--- src/rtl/csc_pkg.sv ---
// Shared state encoding and sparse-format constants for the CSC weight encoder.
package csc_pkg;

  localparam int D_WIDTH_DEF      = 16;
  localparam int A_WIDTH_DEF      = 4;
  localparam int W_ADDR_WIDTH_DEF = 4;

  // All-ones code of a field: largest zero run, or the entry capacity of the v/z RAM.
  function automatic int unsigned max_code(input int unsigned width);
    return (32'd1 << width) - 32'd1;
  endfunction

  localparam int unsigned ZMAX      = max_code(A_WIDTH_DEF);
  localparam int unsigned ENTRY_CAP = max_code(W_ADDR_WIDTH_DEF);

  typedef enum logic [2:0] {
    IDLE      = 3'd0,
    INIT_P    = 3'd1,
    STREAM    = 3'd2,
    CLOSE_COL = 3'd3,
    DONE      = 3'd4
  } state_e;

endpackage

--- src/rtl/csc_encoder_if.sv ---
// Dense weight stream in, v/z and p RAM write ports out, plus status.
interface csc_encoder_if #(
  parameter int D_WIDTH      = csc_pkg::D_WIDTH_DEF,
  parameter int A_WIDTH      = csc_pkg::A_WIDTH_DEF,
  parameter int W_ADDR_WIDTH = csc_pkg::W_ADDR_WIDTH_DEF
);

  logic                    start;
  logic [A_WIDTH-1:0]      cfg_cols;
  logic                    in_valid;
  logic                    in_ready;
  logic [D_WIDTH-1:0]      in_data;
  logic                    in_last;
  logic                    vz_w_en;
  logic [W_ADDR_WIDTH-1:0] vz_w_addr;
  logic [D_WIDTH-1:0]      v_data;
  logic [A_WIDTH-1:0]      z_data;
  logic                    p_w_en;
  logic [A_WIDTH-1:0]      p_w_addr;
  logic [W_ADDR_WIDTH-1:0] p_data;
  logic                    busy;
  logic                    done;
  logic                    err_ovf;

  modport master (
    output start, cfg_cols, in_valid, in_data, in_last,
    input  in_ready, vz_w_en, vz_w_addr, v_data, z_data,
    input  p_w_en, p_w_addr, p_data, busy, done, err_ovf
  );

  modport slave (
    input  start, cfg_cols, in_valid, in_data, in_last,
    output in_ready, vz_w_en, vz_w_addr, v_data, z_data,
    output p_w_en, p_w_addr, p_data, busy, done, err_ovf
  );

endinterface

--- src/rtl/csc_entry_gen.sv ---
// Zero-run tracking and registered v/z entry for one accepted beat per cycle.
// Build option CSC_ZPAD_EN: a zero beyond the longest run emits a (0, ZMAX) pad entry.
module csc_entry_gen
  import csc_pkg::*;
#(
  parameter int D_WIDTH = D_WIDTH_DEF,
  parameter int A_WIDTH = A_WIDTH_DEF
) (
  input  logic               clk,
  input  logic               rst,
  input  logic               beat,
  input  logic [D_WIDTH-1:0] data,
  input  logic               col_start,
  output logic               emit,
  output logic               fmt_err,
  output logic [D_WIDTH-1:0] v,
  output logic [A_WIDTH-1:0] z
);

  localparam logic [A_WIDTH-1:0] ZMAX_C = A_WIDTH'(max_code(A_WIDTH));
  localparam logic [A_WIDTH-1:0] ONE_A  = A_WIDTH'(1'b1);

  logic [A_WIDTH-1:0] run_q, run_d;
  logic [A_WIDTH-1:0] z_q, z_d;
  logic [D_WIDTH-1:0] v_q, v_d;
  logic               zero_s;

  assign zero_s = (data == '0);

  // Run update and entry selection for the current beat.
  always_comb begin
    run_d   = run_q;
    v_d     = v_q;
    z_d     = z_q;
    emit    = 1'b0;
    fmt_err = 1'b0;
    if (col_start) begin
      run_d = '0;
    end else if (beat) begin
      if (!zero_s) begin
        emit  = 1'b1;
        v_d   = data;
        z_d   = run_q;
        run_d = '0;
      end else if (run_q != ZMAX_C) begin
        run_d = run_q + ONE_A;
      end else begin
`ifdef CSC_ZPAD_EN
        emit  = 1'b1;
        v_d   = '0;
        z_d   = ZMAX_C;
        run_d = '0;
`else
        // Run stays saturated; the column cannot be represented exactly.
        fmt_err = 1'b1;
`endif
      end
    end else begin
      run_d = run_q;
    end
  end

  // Run counter and entry registers.
  always_ff @(posedge clk) begin
    if (rst) begin
      run_q <= '0;
      v_q   <= '0;
      z_q   <= '0;
    end else begin
      run_q <= run_d;
      v_q   <= v_d;
      z_q   <= z_d;
    end
  end

  assign v = v_q;
  assign z = z_q;

endmodule

--- src/rtl/csc_encoder.sv ---
// Dense column stream to CSC (v/z entries + column pointers) encoder; FSM, counters, RAM strobes.
// Build option CSC_ZPAD_EN: pad entries for long zero runs (see csc_entry_gen).
module csc_encoder
  import csc_pkg::*;
#(
  parameter int D_WIDTH      = D_WIDTH_DEF,
  parameter int A_WIDTH      = A_WIDTH_DEF,
  parameter int W_ADDR_WIDTH = W_ADDR_WIDTH_DEF
) (
  input logic          clk,
  input logic          rst,
  csc_encoder_if.slave bus
);

  localparam logic [W_ADDR_WIDTH-1:0] CAP_C = W_ADDR_WIDTH'(max_code(W_ADDR_WIDTH));
  localparam logic [W_ADDR_WIDTH-1:0] ONE_W = W_ADDR_WIDTH'(1'b1);
  localparam logic [A_WIDTH-1:0]      ONE_A = A_WIDTH'(1'b1);

  state_e                  state_q, state_d;
  logic [A_WIDTH-1:0]      cols_q, cols_d;
  logic [A_WIDTH-1:0]      col_q, col_d;
  logic [W_ADDR_WIDTH-1:0] count_q, count_d;
  logic                    in_ready_q, in_ready_d;
  logic                    vz_w_en_q, vz_w_en_d;
  logic [W_ADDR_WIDTH-1:0] vz_w_addr_q, vz_w_addr_d;
  logic                    p_w_en_q, p_w_en_d;
  logic [A_WIDTH-1:0]      p_w_addr_q, p_w_addr_d;
  logic [W_ADDR_WIDTH-1:0] p_data_q, p_data_d;
  logic                    busy_q, busy_d;
  logic                    done_q, done_d;
  logic                    err_ovf_q, err_ovf_d;

  logic                    beat_s;
  logic                    col_start_s;
  logic                    emit_s;
  logic                    fmt_err_s;
  logic                    write_s;
  logic                    drop_s;
  logic [W_ADDR_WIDTH-1:0] count_next_s;
  logic [D_WIDTH-1:0]      v_s;
  logic [A_WIDTH-1:0]      z_s;

  assign beat_s       = (state_q == STREAM) && in_ready_q && bus.in_valid;
  assign col_start_s  = (state_q != STREAM);
  assign write_s      = emit_s && (count_q < CAP_C);
  assign drop_s       = emit_s && !(count_q < CAP_C);
  assign count_next_s = write_s ? (count_q + ONE_W) : count_q;

  csc_entry_gen #(
    .D_WIDTH (D_WIDTH),
    .A_WIDTH (A_WIDTH)
  ) u_entry_gen (
    .clk       (clk),
    .rst       (rst),
    .beat      (beat_s),
    .data      (bus.in_data),
    .col_start (col_start_s),
    .emit      (emit_s),
    .fmt_err   (fmt_err_s),
    .v         (v_s),
    .z         (z_s)
  );

  // Next-state, counters and registered RAM strobes.
  always_comb begin
    state_d     = state_q;
    cols_d      = cols_q;
    col_d       = col_q;
    count_d     = count_next_s;
    vz_w_en_d   = write_s;
    vz_w_addr_d = write_s ? count_q : vz_w_addr_q;
    p_w_en_d    = 1'b0;
    p_w_addr_d  = p_w_addr_q;
    p_data_d    = p_data_q;
    err_ovf_d   = err_ovf_q | drop_s | fmt_err_s;
    case (state_q)
      IDLE: begin
        if (bus.start) begin
          state_d    = INIT_P;
          cols_d     = bus.cfg_cols;
          col_d      = '0;
          count_d    = '0;
          err_ovf_d  = 1'b0;
          p_w_en_d   = 1'b1;
          p_w_addr_d = '0;
          p_data_d   = '0;
        end else begin
          state_d = IDLE;
        end
      end
      INIT_P: begin
        if (cols_q == '0) begin
          state_d = DONE;
        end else begin
          state_d = STREAM;
        end
      end
      STREAM: begin
        // Pointer carries the count including an entry from this same last beat.
        if (beat_s && bus.in_last) begin
          state_d    = CLOSE_COL;
          p_w_en_d   = 1'b1;
          p_w_addr_d = col_q + ONE_A;
          p_data_d   = count_next_s;
          col_d      = col_q + ONE_A;
        end else begin
          state_d = STREAM;
        end
      end
      CLOSE_COL: begin
        if (col_q == cols_q) begin
          state_d = DONE;
        end else begin
          state_d = STREAM;
        end
      end
      DONE: begin
        state_d = IDLE;
      end
      default: begin
        state_d = IDLE;
      end
    endcase
    in_ready_d = (state_d == STREAM);
    busy_d     = (state_d != IDLE);
    done_d     = (state_d == DONE);
  end

  // State and output registers.
  always_ff @(posedge clk) begin
    if (rst) begin
      state_q     <= IDLE;
      cols_q      <= '0;
      col_q       <= '0;
      count_q     <= '0;
      in_ready_q  <= 1'b0;
      vz_w_en_q   <= 1'b0;
      vz_w_addr_q <= '0;
      p_w_en_q    <= 1'b0;
      p_w_addr_q  <= '0;
      p_data_q    <= '0;
      busy_q      <= 1'b0;
      done_q      <= 1'b0;
      err_ovf_q   <= 1'b0;
    end else begin
      state_q     <= state_d;
      cols_q      <= cols_d;
      col_q       <= col_d;
      count_q     <= count_d;
      in_ready_q  <= in_ready_d;
      vz_w_en_q   <= vz_w_en_d;
      vz_w_addr_q <= vz_w_addr_d;
      p_w_en_q    <= p_w_en_d;
      p_w_addr_q  <= p_w_addr_d;
      p_data_q    <= p_data_d;
      busy_q      <= busy_d;
      done_q      <= done_d;
      err_ovf_q   <= err_ovf_d;
    end
  end

  assign bus.in_ready  = in_ready_q;
  assign bus.vz_w_en   = vz_w_en_q;
  assign bus.vz_w_addr = vz_w_addr_q;
  assign bus.v_data    = v_s;
  assign bus.z_data    = z_s;
  assign bus.p_w_en    = p_w_en_q;
  assign bus.p_w_addr  = p_w_addr_q;
  assign bus.p_data    = p_data_q;
  assign bus.busy      = busy_q;
  assign bus.done      = done_q;
  assign bus.err_ovf   = err_ovf_q;

endmodule

--- src/flat_wrapper.sv ---
// flat-port wrapper written by rule: the top's interface ports become plain ports
module csc_encoder_flat import csc_pkg::*;
#(
  parameter int D_WIDTH      = D_WIDTH_DEF,
  parameter int A_WIDTH      = A_WIDTH_DEF,
  parameter int W_ADDR_WIDTH = W_ADDR_WIDTH_DEF
)
  (clk, rst, bus_start, bus_cfg_cols, bus_in_valid, bus_in_data, bus_in_last, bus_in_ready, bus_vz_w_en, bus_vz_w_addr, bus_v_data, bus_z_data, bus_p_w_en, bus_p_w_addr, bus_p_data, bus_busy, bus_done, bus_err_ovf);
  csc_encoder_if #(.D_WIDTH(D_WIDTH), .A_WIDTH(A_WIDTH), .W_ADDR_WIDTH(W_ADDR_WIDTH)) bus_i ();
  input logic clk;
  input logic rst;
  input wire logic [$bits(bus_i.start)-1:0] bus_start;
  input wire logic [$bits(bus_i.cfg_cols)-1:0] bus_cfg_cols;
  input wire logic [$bits(bus_i.in_valid)-1:0] bus_in_valid;
  input wire logic [$bits(bus_i.in_data)-1:0] bus_in_data;
  input wire logic [$bits(bus_i.in_last)-1:0] bus_in_last;
  output wire logic [$bits(bus_i.in_ready)-1:0] bus_in_ready;
  output wire logic [$bits(bus_i.vz_w_en)-1:0] bus_vz_w_en;
  output wire logic [$bits(bus_i.vz_w_addr)-1:0] bus_vz_w_addr;
  output wire logic [$bits(bus_i.v_data)-1:0] bus_v_data;
  output wire logic [$bits(bus_i.z_data)-1:0] bus_z_data;
  output wire logic [$bits(bus_i.p_w_en)-1:0] bus_p_w_en;
  output wire logic [$bits(bus_i.p_w_addr)-1:0] bus_p_w_addr;
  output wire logic [$bits(bus_i.p_data)-1:0] bus_p_data;
  output wire logic [$bits(bus_i.busy)-1:0] bus_busy;
  output wire logic [$bits(bus_i.done)-1:0] bus_done;
  output wire logic [$bits(bus_i.err_ovf)-1:0] bus_err_ovf;
  assign bus_i.start = bus_start;
  assign bus_i.cfg_cols = bus_cfg_cols;
  assign bus_i.in_valid = bus_in_valid;
  assign bus_i.in_data = bus_in_data;
  assign bus_i.in_last = bus_in_last;
  assign bus_in_ready = bus_i.in_ready;
  assign bus_vz_w_en = bus_i.vz_w_en;
  assign bus_vz_w_addr = bus_i.vz_w_addr;
  assign bus_v_data = bus_i.v_data;
  assign bus_z_data = bus_i.z_data;
  assign bus_p_w_en = bus_i.p_w_en;
  assign bus_p_w_addr = bus_i.p_w_addr;
  assign bus_p_data = bus_i.p_data;
  assign bus_busy = bus_i.busy;
  assign bus_done = bus_i.done;
  assign bus_err_ovf = bus_i.err_ovf;
  csc_encoder #(.D_WIDTH(D_WIDTH), .A_WIDTH(A_WIDTH), .W_ADDR_WIDTH(W_ADDR_WIDTH)) u_core (.clk(clk), .rst(rst), .bus(bus_i));
endmodule
--- config.mk ---
export PLATFORM = sky130hd
export DESIGN_NAME = csc_encoder_flat
export DESIGN_NICKNAME = d
export VERILOG_FILES = /design/src/rtl/csc_pkg.sv /design/src/rtl/csc_encoder_if.sv /design/src/rtl/csc_entry_gen.sv /design/src/rtl/csc_encoder.sv /design/src/flat_wrapper.sv
export SDC_FILE = /design/constraint.sdc
export NUM_CORES = 1
export LEC_CHECK = 0
export ABC_AREA = 1
export ABC_CLOCK_PERIOD_IN_PS = 1850
export CELL_PAD_IN_SITES_DETAIL_PLACEMENT = 1
export CELL_PAD_IN_SITES_GLOBAL_PLACEMENT = 1
export CORE_ASPECT_RATIO = 0.6
export CORE_MARGIN = 2
export CORE_UTILIZATION = 34
export DETAILED_ROUTE_END_ITERATION = 8
export GPL_ROUTABILITY_DRIVEN = 0
export PLACE_DENSITY = 0.83
export SLEW_MARGIN = 20
export SYNTH_ARGS = -nofsm -noshare
export SYNTH_HDL_FRONTEND = slang
export SYNTH_SLANG_ARGS = --single-unit
--- constraint.sdc ---
create_clock -name clk -period 1.85 [get_ports clk]
set_input_delay 0.2775 -clock clk [delete_from_list [all_inputs] [get_ports clk]]
set_output_delay 0.2775 -clock clk [all_outputs]
set_load 0.03 [all_outputs]
==> Word level (Yosys, flattened, before mapping) <==
Index checks and enable logic that the tools add are counted.
{ "op_classes": {"n_eq_ne": 11, "muxes": 27, "addsub": 3, "magnitude_cmp": 1, "bitwise": 4, "n_reduce_logical": 16} }
{ "ops": {"columns": ["operator", "n"], "rows": [
  ["two-way mux 4 bit", 8],
  ["zero test 16 bit", 1],
  ["case mux 4 bit (2 select lines)", 2],
  ["two-way mux 1 bit", 13],
  ["adder 4 x 1 -> 4 bit (second input constant)", 3],
  ["case mux 3 bit (4 select lines)", 1],
  ["== test 3 x 2 -> 1 bit (second input constant)", 3],
  ["two-way mux 3 bit", 2],
  ["AND reduction 3 bit", 2],
  ["logical AND 1 bit", 5],
  ["== test 4 bit", 1],
  ["zero test 4 bit", 1],
  ["less-than comparator 4 bit (second input constant)", 1],
  ["!= test 2 bit (second input constant)", 2],
  ["!= test 4 bit (second input constant)", 1],
  ["AND reduction 2 bit", 2],
  ["== test 3 x 1 -> 1 bit (second input constant)", 1],
  ["== test 3 bit (second input constant)", 1],
  ["zero test 3 bit", 1],
  ["!= test 3 x 2 -> 1 bit (second input constant)", 1],
  ["nonzero test 3 bit", 1],
  ["!= test 2 x 1 -> 1 bit (second input constant)", 1],
  ["NOT 1 bit", 2],
  ["bitwise OR 1 bit", 2],
  ["other kinds (4)", 4]
]} }
{ "word_totals": {"output_inout_bits": 38, "reg_bits": 53, "wordCells": 77, "in_bits": 25} }

==> Depth between registers and ports, before layout <==
Gate-level depths: netlist (run 1).
{ "logic_depth": {"depth_word": 10, "mapped_depth": 9} }

==> By module <==
From an unflattened synthesis (run 1), not the netlist that was laid out.
{ "unflattened": {"hier_cells": 318, "hier_area_um2": 2459.9} }
{ "by_module_without_submodules": {"columns": ["mod", "area_per_inst_um2", "cells_each", "n_inst", "seq_area_each_um2"], "rows": [
  ["csc_encoder", 1277.5, 174, 1, 580.6],
  ["csc_entry_gen", 1182.4, 144, 1, 480.5]
]} }

==> Worst setup path after synthesis (run 1) <==
Ideal clock, no wire load.
{ "synth_path": {"kind": "register to register", "from": "reg u_core.in_ready_q, in the netlist u_core.bus.in_ready", "to": "reg u_core.p_data_q[1], in the netlist u_core.bus.p_data[1]", "t_arrival_ns": 1.270, "path_buffers": 1, "setup_ns": 0.113, "setup_slack_ns": 0.467, "t_required_ns": 1.737, "path_stages_with_launch": 7, "path_cell_list": "dfxtp_1 > nand2_1 > nor2_8 > buf_6 > nand4_1 > nand3_1 > nand2_1"} }
{ "synth_between": {"elab_chain_len": 8, "elab_cells_between_ends": 11, "classes_between": "eq/ne (1); mux (5); reduce/logical (5)"} }
{ "synth_rtl": {"columns": ["item", "line_no", "rtl"], "rows": [
  ["start, declared", "csc_encoder.sv:23", "logic in_ready_q, in_ready_d;"],
  ["start signal, assigned", "csc_encoder.sv:150", "in_ready_q <= in_ready_d;"],
  ["logical AND 1 bit (*) (2 in series)", "csc_encoder.sv:43", "assign beat_s = (state_q == STREAM) && in_ready_q && bus.in_valid;"],
  ["two-way mux 1 bit", "csc_entry_gen.sv:39", "end else if (beat) begin"],
  ["two-way mux 1 bit", "csc_entry_gen.sv:37", "if (col_start) begin"],
  ["logical AND 1 bit", "csc_encoder.sv:45", "assign write_s = emit_s && (count_q < CAP_C);"],
  ["two-way mux 4 bit", "csc_encoder.sv:47", "assign count_next_s = write_s ? (count_q + ONE_W) : count_q;"],
  ["two-way mux 4 bit", "csc_encoder.sv:100", "if (beat_s && bus.in_last) begin"],
  ["case mux 4 bit (2 select lines)", "csc_encoder.sv:76", "case (state_q)"],
  ["end signal, assigned", "csc_encoder.sv:155", "p_data_q <= p_data_d;"],
  ["end, declared", "csc_encoder.sv:28", "logic [W_ADDR_WIDTH-1:0] p_data_q, p_data_d;"]
]} }
Mark *: on every way between the ends. The rest lies on a longest branch, timed or not. The select of a mux whose other input is x is not followed.
A chain may end at the register's enable or synchronous reset.

==> results of run 1 <==
## cell usage after synthesis (all sizes together) (6+ instances only)
cell,count,share of area (%)
dfxtp,53,46
buf,8,2.7
nand4,8,2.8
inv,24,3.9
nand2,70,12
nor2,39,7.9
xor2,6,2.3
a21oi,34,7.4
nand3,36,8.1
o21ai,9,2.0
## routing by layer
| metal | GRT usage, % | routed length (um) | share of wire [%] | vias to the layer above |
|---|---|---|---|---|
| met5 | 0 | 0 | 0 | - |
| met4 | 3.96 | 36 | 0.54 | 0 |
| met3 | 4.25 | 339 | 5.1 | 5 |
| met2 | 27.4 | 2860 | 43 | 46 |
| met1 | 27.4 | 3460 | 52 | 1077 |
| li1 | - | - | - | 1105 |
## state kept, by name, summed over array words and instances (netlist names), 3 cells and up
register                  count
u_core.u_entry_gen.v         16
u_core.bus.p_data             4
u_core.bus.vz_w_addr          4
u_core.col_q                  4
u_core.cols_q                 4
u_core.count_q                4
u_core.u_entry_gen.run_q      4
u_core.u_entry_gen.z          4
u_core.state_q                3
## final cells by class
cell class	instances	share of cell area, %
well taps	87	3.42
flip-flops and latches	53	33.4
inverters	24	2.83
clock inverters	3	2.05
repair buffers	71	22.8
clock buffers	5	2.16
multi-input cells	211	33.3
## path summary, 6_finish.rpt
path / to / slack [ns] / depth (start not counted) / from
setup reg to reg: u_core.bus.p_data[3] / 0.22 / 8 / u_core.count_q[0]
hold / removal: u_core.bus.p_data[3] / 0.47 / 2 / u_core.bus.p_data[3]
setup / recovery: bus_p_w_addr[0] / 0.08 / 1 / u_core.col_q[0]
hold reg to reg: u_core.bus.p_data[3] / 0.47 / 2 / u_core.bus.p_data[3]
## cell families after synthesis
logic type,Yosys count
flops,53
fa+ha+maj,3
compound gates,45
buf+inv,35
simple gates,157
xor+xnor,6
## where the power goes
| part | internal (W) | switching, W | leakage (nW) |
|---|---|---|---|
| combinational | 0.000107 | 0.000138 | 0.736 |
| clock | 0.000538 | 0.000393 | 0.0681 |
| sequential | 0.00117 | 0.0000183 | 0.429 |
## metrics by stage
| step | TNS (ns) | total power, W |
|---|---|---|
| after floorplan | 0 | 0.00133 |
| after global placement | 0 | 0.00144 |
| after detailed placement | -0.0217 | 0.00145 |
| after CTS | 0 | 0.00238 |
| after global routing | 0 | 0.00246 |
| final | 0 | 0.00236 |
==> impl_metrics.tcl, run 1 <==
set metrics [dict create \
    synth_edf_count 0 \
    synth-xor-area-share_pct 2.30 \
    netlist_area_um2 2280 \
    path_cells "clkdlybuf4s50_1" \
    finalHoldViolCount 0 \
    vias_per_cell 4.92 \
    cellLeakagePower_nw 1.23 \
    cts_tree "yes" \
    layout_commonest_cell "nand2_1" \
    vias 2233 \
    synth.avg_cell_area_um2 7.64 \
    dp_hpwl_um 5050 \
    setup_ws_ns 0.0831 \
    htreeDepth 2 \
    synth_top_family_by_area "simple AND/OR/NAND/NOR gates" \
    die_area_um2 7410 \
    fillers 817 \
    crit_buf_inv 1 \
    maxSlewViolCount 0 \
    synth_warnings 0 \
    dominantRegCellSynth "dfxtp_1" \
    fin_crit_ns 1.77 \
    ctsHoldBuffers 0 \
    max_stage_delay_ns 0.72 \
    crit_type "reg -> out" \
    cp-end-kind "output pin" \
    drtPass1Iterations 4 \
    synth_fa_ha_area_share_pct 1.64 \
    place_ws_ns -0.0163 \
    syn_inst 299 \
    min_path_type "reg -> reg" \
    grt_pass1_wl_um 10600 \
    synth_compound_area_share_pct 10.1 \
    slowest_stage "clkdlybuf4s50_1" \
    worst_setup_path_start_kind "flip-flop" \
    track_usage_pct 18.5 \
    cp_top_family "buffers and inverters" \
    p_per_area_nw_per_um2 742 \
    synth_cell_types 25 \
    grt_max_degree 27 \
    grt_pass1_vias 2101 \
    synthSimpleGateAreaFrac_pct 32.4 \
    antenna_found_initial 0 \
    nets 394 \
    whs_ns 0.470 \
    clock_latency_ns 0.31 \
    routed_wirelength_um 6690 \
    skew_ns 0.00901 \
    critPathMaxFanout 6 \
    grt-ovfl-total 0 \
    rsz0062_at_grt "no" \
    cp.required_ns 1.57 \
    instances_no_fill 454 \
    tightest_slew_ns 0.364 \
    final_area_um2 3180 \
    muxShareOfSynthArea_pct 0 \
    n_antenna_cell 0 \
    drc_errors 0 \
    ys_seq_area_share_pct 46.4 \
    multi_input_area_um2 1060 \
    cts_buffer_depth 2 \
    rows 23 \
    cts-buffers-inserted 5 \
    clkTransAtPathRegs_ns 0.10 \
    cp.arrival_ns 1.49 \
    max_slew_margin_pct 75.7 \
    die_x_um 110 \
    fin_util_pct 48.2 \
    ios 63 \
    postCtsSetupBuffers 0 \
    ys_seq_elements 53 \
    ff_latch_area_um2 1060 \
    final_cell_mix "65 x nand2_1, 62 x clkdlybuf4s50_1, 53 x dfxtp_1" \
    setup_viol 0 \
    async_flop_share_pct 0 \
    route.detailed.wl_per_inst_um 14.7 \
    clockRootBuffer "clkbuf_8" \
    die_h_um 67.5 \
    core_region_area_um2 6590 \
    period_share_pct 95.5 \
    io_buffer_count 62 \
    irDropWorstVdd_mv 0.452 \
    ctsResizeCount 0 \
    status "finished, final reports clean" \
    cap_violations 0 \
    synth_fp_nets 327 \
    fmax_mhz 566 \
    syn_to_final_growth_pct 39.2 \
    dpl_cell_area_um2 3050 \
    placed_cells 446 \
    drt_iter0_drc 98 \
    drive_gt1_share_pct 8.45 \
    initial_core_util_pct 34.7 \
    numClockSinks 53 \
    ant_nets 0 \
]
No activity file was read; power rests on OpenSTA's default activity.
==> run 2: changes to the inputs <==
Settings changed: CORE_ASPECT_RATIO 0.6 to not set.
==> run 2 against run 1 <==
Via count fell by 1.3%. Cell count down 1.8%. Count of clock-buffer cells in the layout up 2. Global-route usage shrank 0.59 points. Clock power shrank 13%. Sequential share of layout area increased by 0.56 points. Largest power group unchanged. Combinational power decreased by 3%. Register-to-register slack barely moved. Highest routed layer unchanged. Core utilization up 0.44 points. Clock skew fell by 0.0041 ns. Fmax increased by 1.3%.
==> impl_metrics.tcl, run 2 (synthesis results as in run 1) <==
set metrics [dict create \
    clock_latency_ns 0.30 \
    irDropWorstVdd_mv 0.428 \
    cts_buffer_depth 2 \
    layout_commonest_cell "nand2_1" \
    ctsResizeCount 0 \
    worst_setup_path_start_kind "flip-flop" \
    drt_iter0_drc 59 \
    crit_type "reg -> out" \
    grt_max_degree 20 \
    ios 63 \
    dp_hpwl_um 4690 \
    nets 396 \
    setup_ws_ns 0.105 \
    ctsHoldBuffers 0 \
    cts_tree "yes" \
    vias 2205 \
    fmax_mhz 573 \
    setup_viol 0 \
    slowest_stage "clkdlybuf4s50_1" \
    syn_to_final_growth_pct 36.9 \
    status "finished, final reports clean" \
    routed_wirelength_um 6310 \
    cp-end-kind "output pin" \
    cellLeakagePower_nw 1.22 \
    p_per_area_nw_per_um2 714 \
    skew_ns 0.00487 \
    route.detailed.wl_per_inst_um 14.1 \
    track_usage_pct 18.0 \
    cp.required_ns 1.57 \
    crit_buf_inv 1 \
    fin_crit_ns 1.74 \
    period_share_pct 94.3 \
    clockRootBuffer "clkbuf_8" \
    clkTransAtPathRegs_ns 0.09 \
    placed_cells 438 \
    fin_tns_setup_ns 0 \
    max_stage_delay_ns 0.71 \
    place_ws_ns 0.0173 \
    cp.arrival_ns 1.47 \
    instances_no_fill 446 \
    rsz0062_at_grt "no" \
    path_cells "clkdlybuf4s50_1" \
    finalHoldViolCount 0 \
    grt-ovfl-total 0 \
    die_area_um2 7390 \
    grt_pass1_wl_um 10600 \
    final_area_um2 3130 \
    postCtsSetupBuffers 0 \
    grt_pass1_vias 2258 \
    cts-buffers-inserted 5 \
    maxSlewViolCount 0 \
    tightest_slew_ns 0.406 \
    rows 29 \
    initial_core_util_pct 35.6 \
    n_antenna_cell 0 \
    htreeDepth 2 \
    die_x_um 86.0 \
    dpl_cell_area_um2 3010 \
    vias_per_cell 4.94 \
    drc_errors 0 \
    critPathMaxFanout 6 \
    core_region_area_um2 6420 \
    min_path_type "reg -> reg" \
    max_slew_margin_pct 72.8 \
    die_h_um 86.0 \
    largest_register_ffs 16 \
    final_cell_mix "65 x nand2_1, 62 x clkdlybuf4s50_1, 53 x dfxtp_1" \
    ant_nets 0 \
    numClockSinks 53 \
    cp_top_family "buffers and inverters" \
    io_buffer_count 62 \
    antenna_found_initial 0 \
    drtPass1Iterations 4 \
    drive_gt1_share_pct 8.67 \
    cap_violations 0 \
]
## run 2: changes by cell type in the layout (fill, tap and decap cells not counted), sizes merged
cell and change:
buf +2, bufinv -1, clkinv -1, clkbuf +2
## run 2: final timing paths
path	startpoint	end	slack, ns	cells past startpoint
min	u_core.bus.vz_w_addr[3]	u_core.bus.vz_w_addr[3]	0.46	2
min reg2reg	u_core.bus.vz_w_addr[3]	u_core.bus.vz_w_addr[3]	0.46	2
max reg2reg	u_core.count_q[0]	u_core.bus.p_data[0]	0.22	8
max	u_core.col_q[0]	bus_p_w_addr[0]	0.11	1
## run 2: routing by layer
metal / GRT usage [%] / part of all wire [%] / vias to the layer above
met4: 5.77 / 1.6 / 0
met5: 0 / 0 / -
met2: 31.0 / 48 / 54
li1: - / - / 1113
met3: 3.56 / 5.0 / 12
met1: 22.3 / 45 / 1026
## run 2: through the flow
step           hold WS (ns)  util (%)  power, W
6_report              0.460      48.7   0.00223
5_1_grt               0.494      48.7   0.00234
4_1_cts               0.466      48.7   0.00226
3_5_place_dp          0.440      46.9   0.00145
3_3_place_gp          0.440      46.9   0.00144
2_1_floorplan         0.436         -   0.00133
## run 2: final cells by class
cell class | count | area (um^2)
fillers | 779 | 3300
flip-flops and latches | 53 | 1060
multi-input cells | 211 | 1060
repair buffers | 73 | 703
well taps | 77 | 96.3
inverters | 24 | 90.1
clock buffers | 7 | 86.3
clock inverters | 1 | 30.0
## run 2: report_power, final
part           internal, W  switching [W]
combinational     0.000104       0.000134
sequential         0.00117      0.0000173
clock             0.000442       0.000372
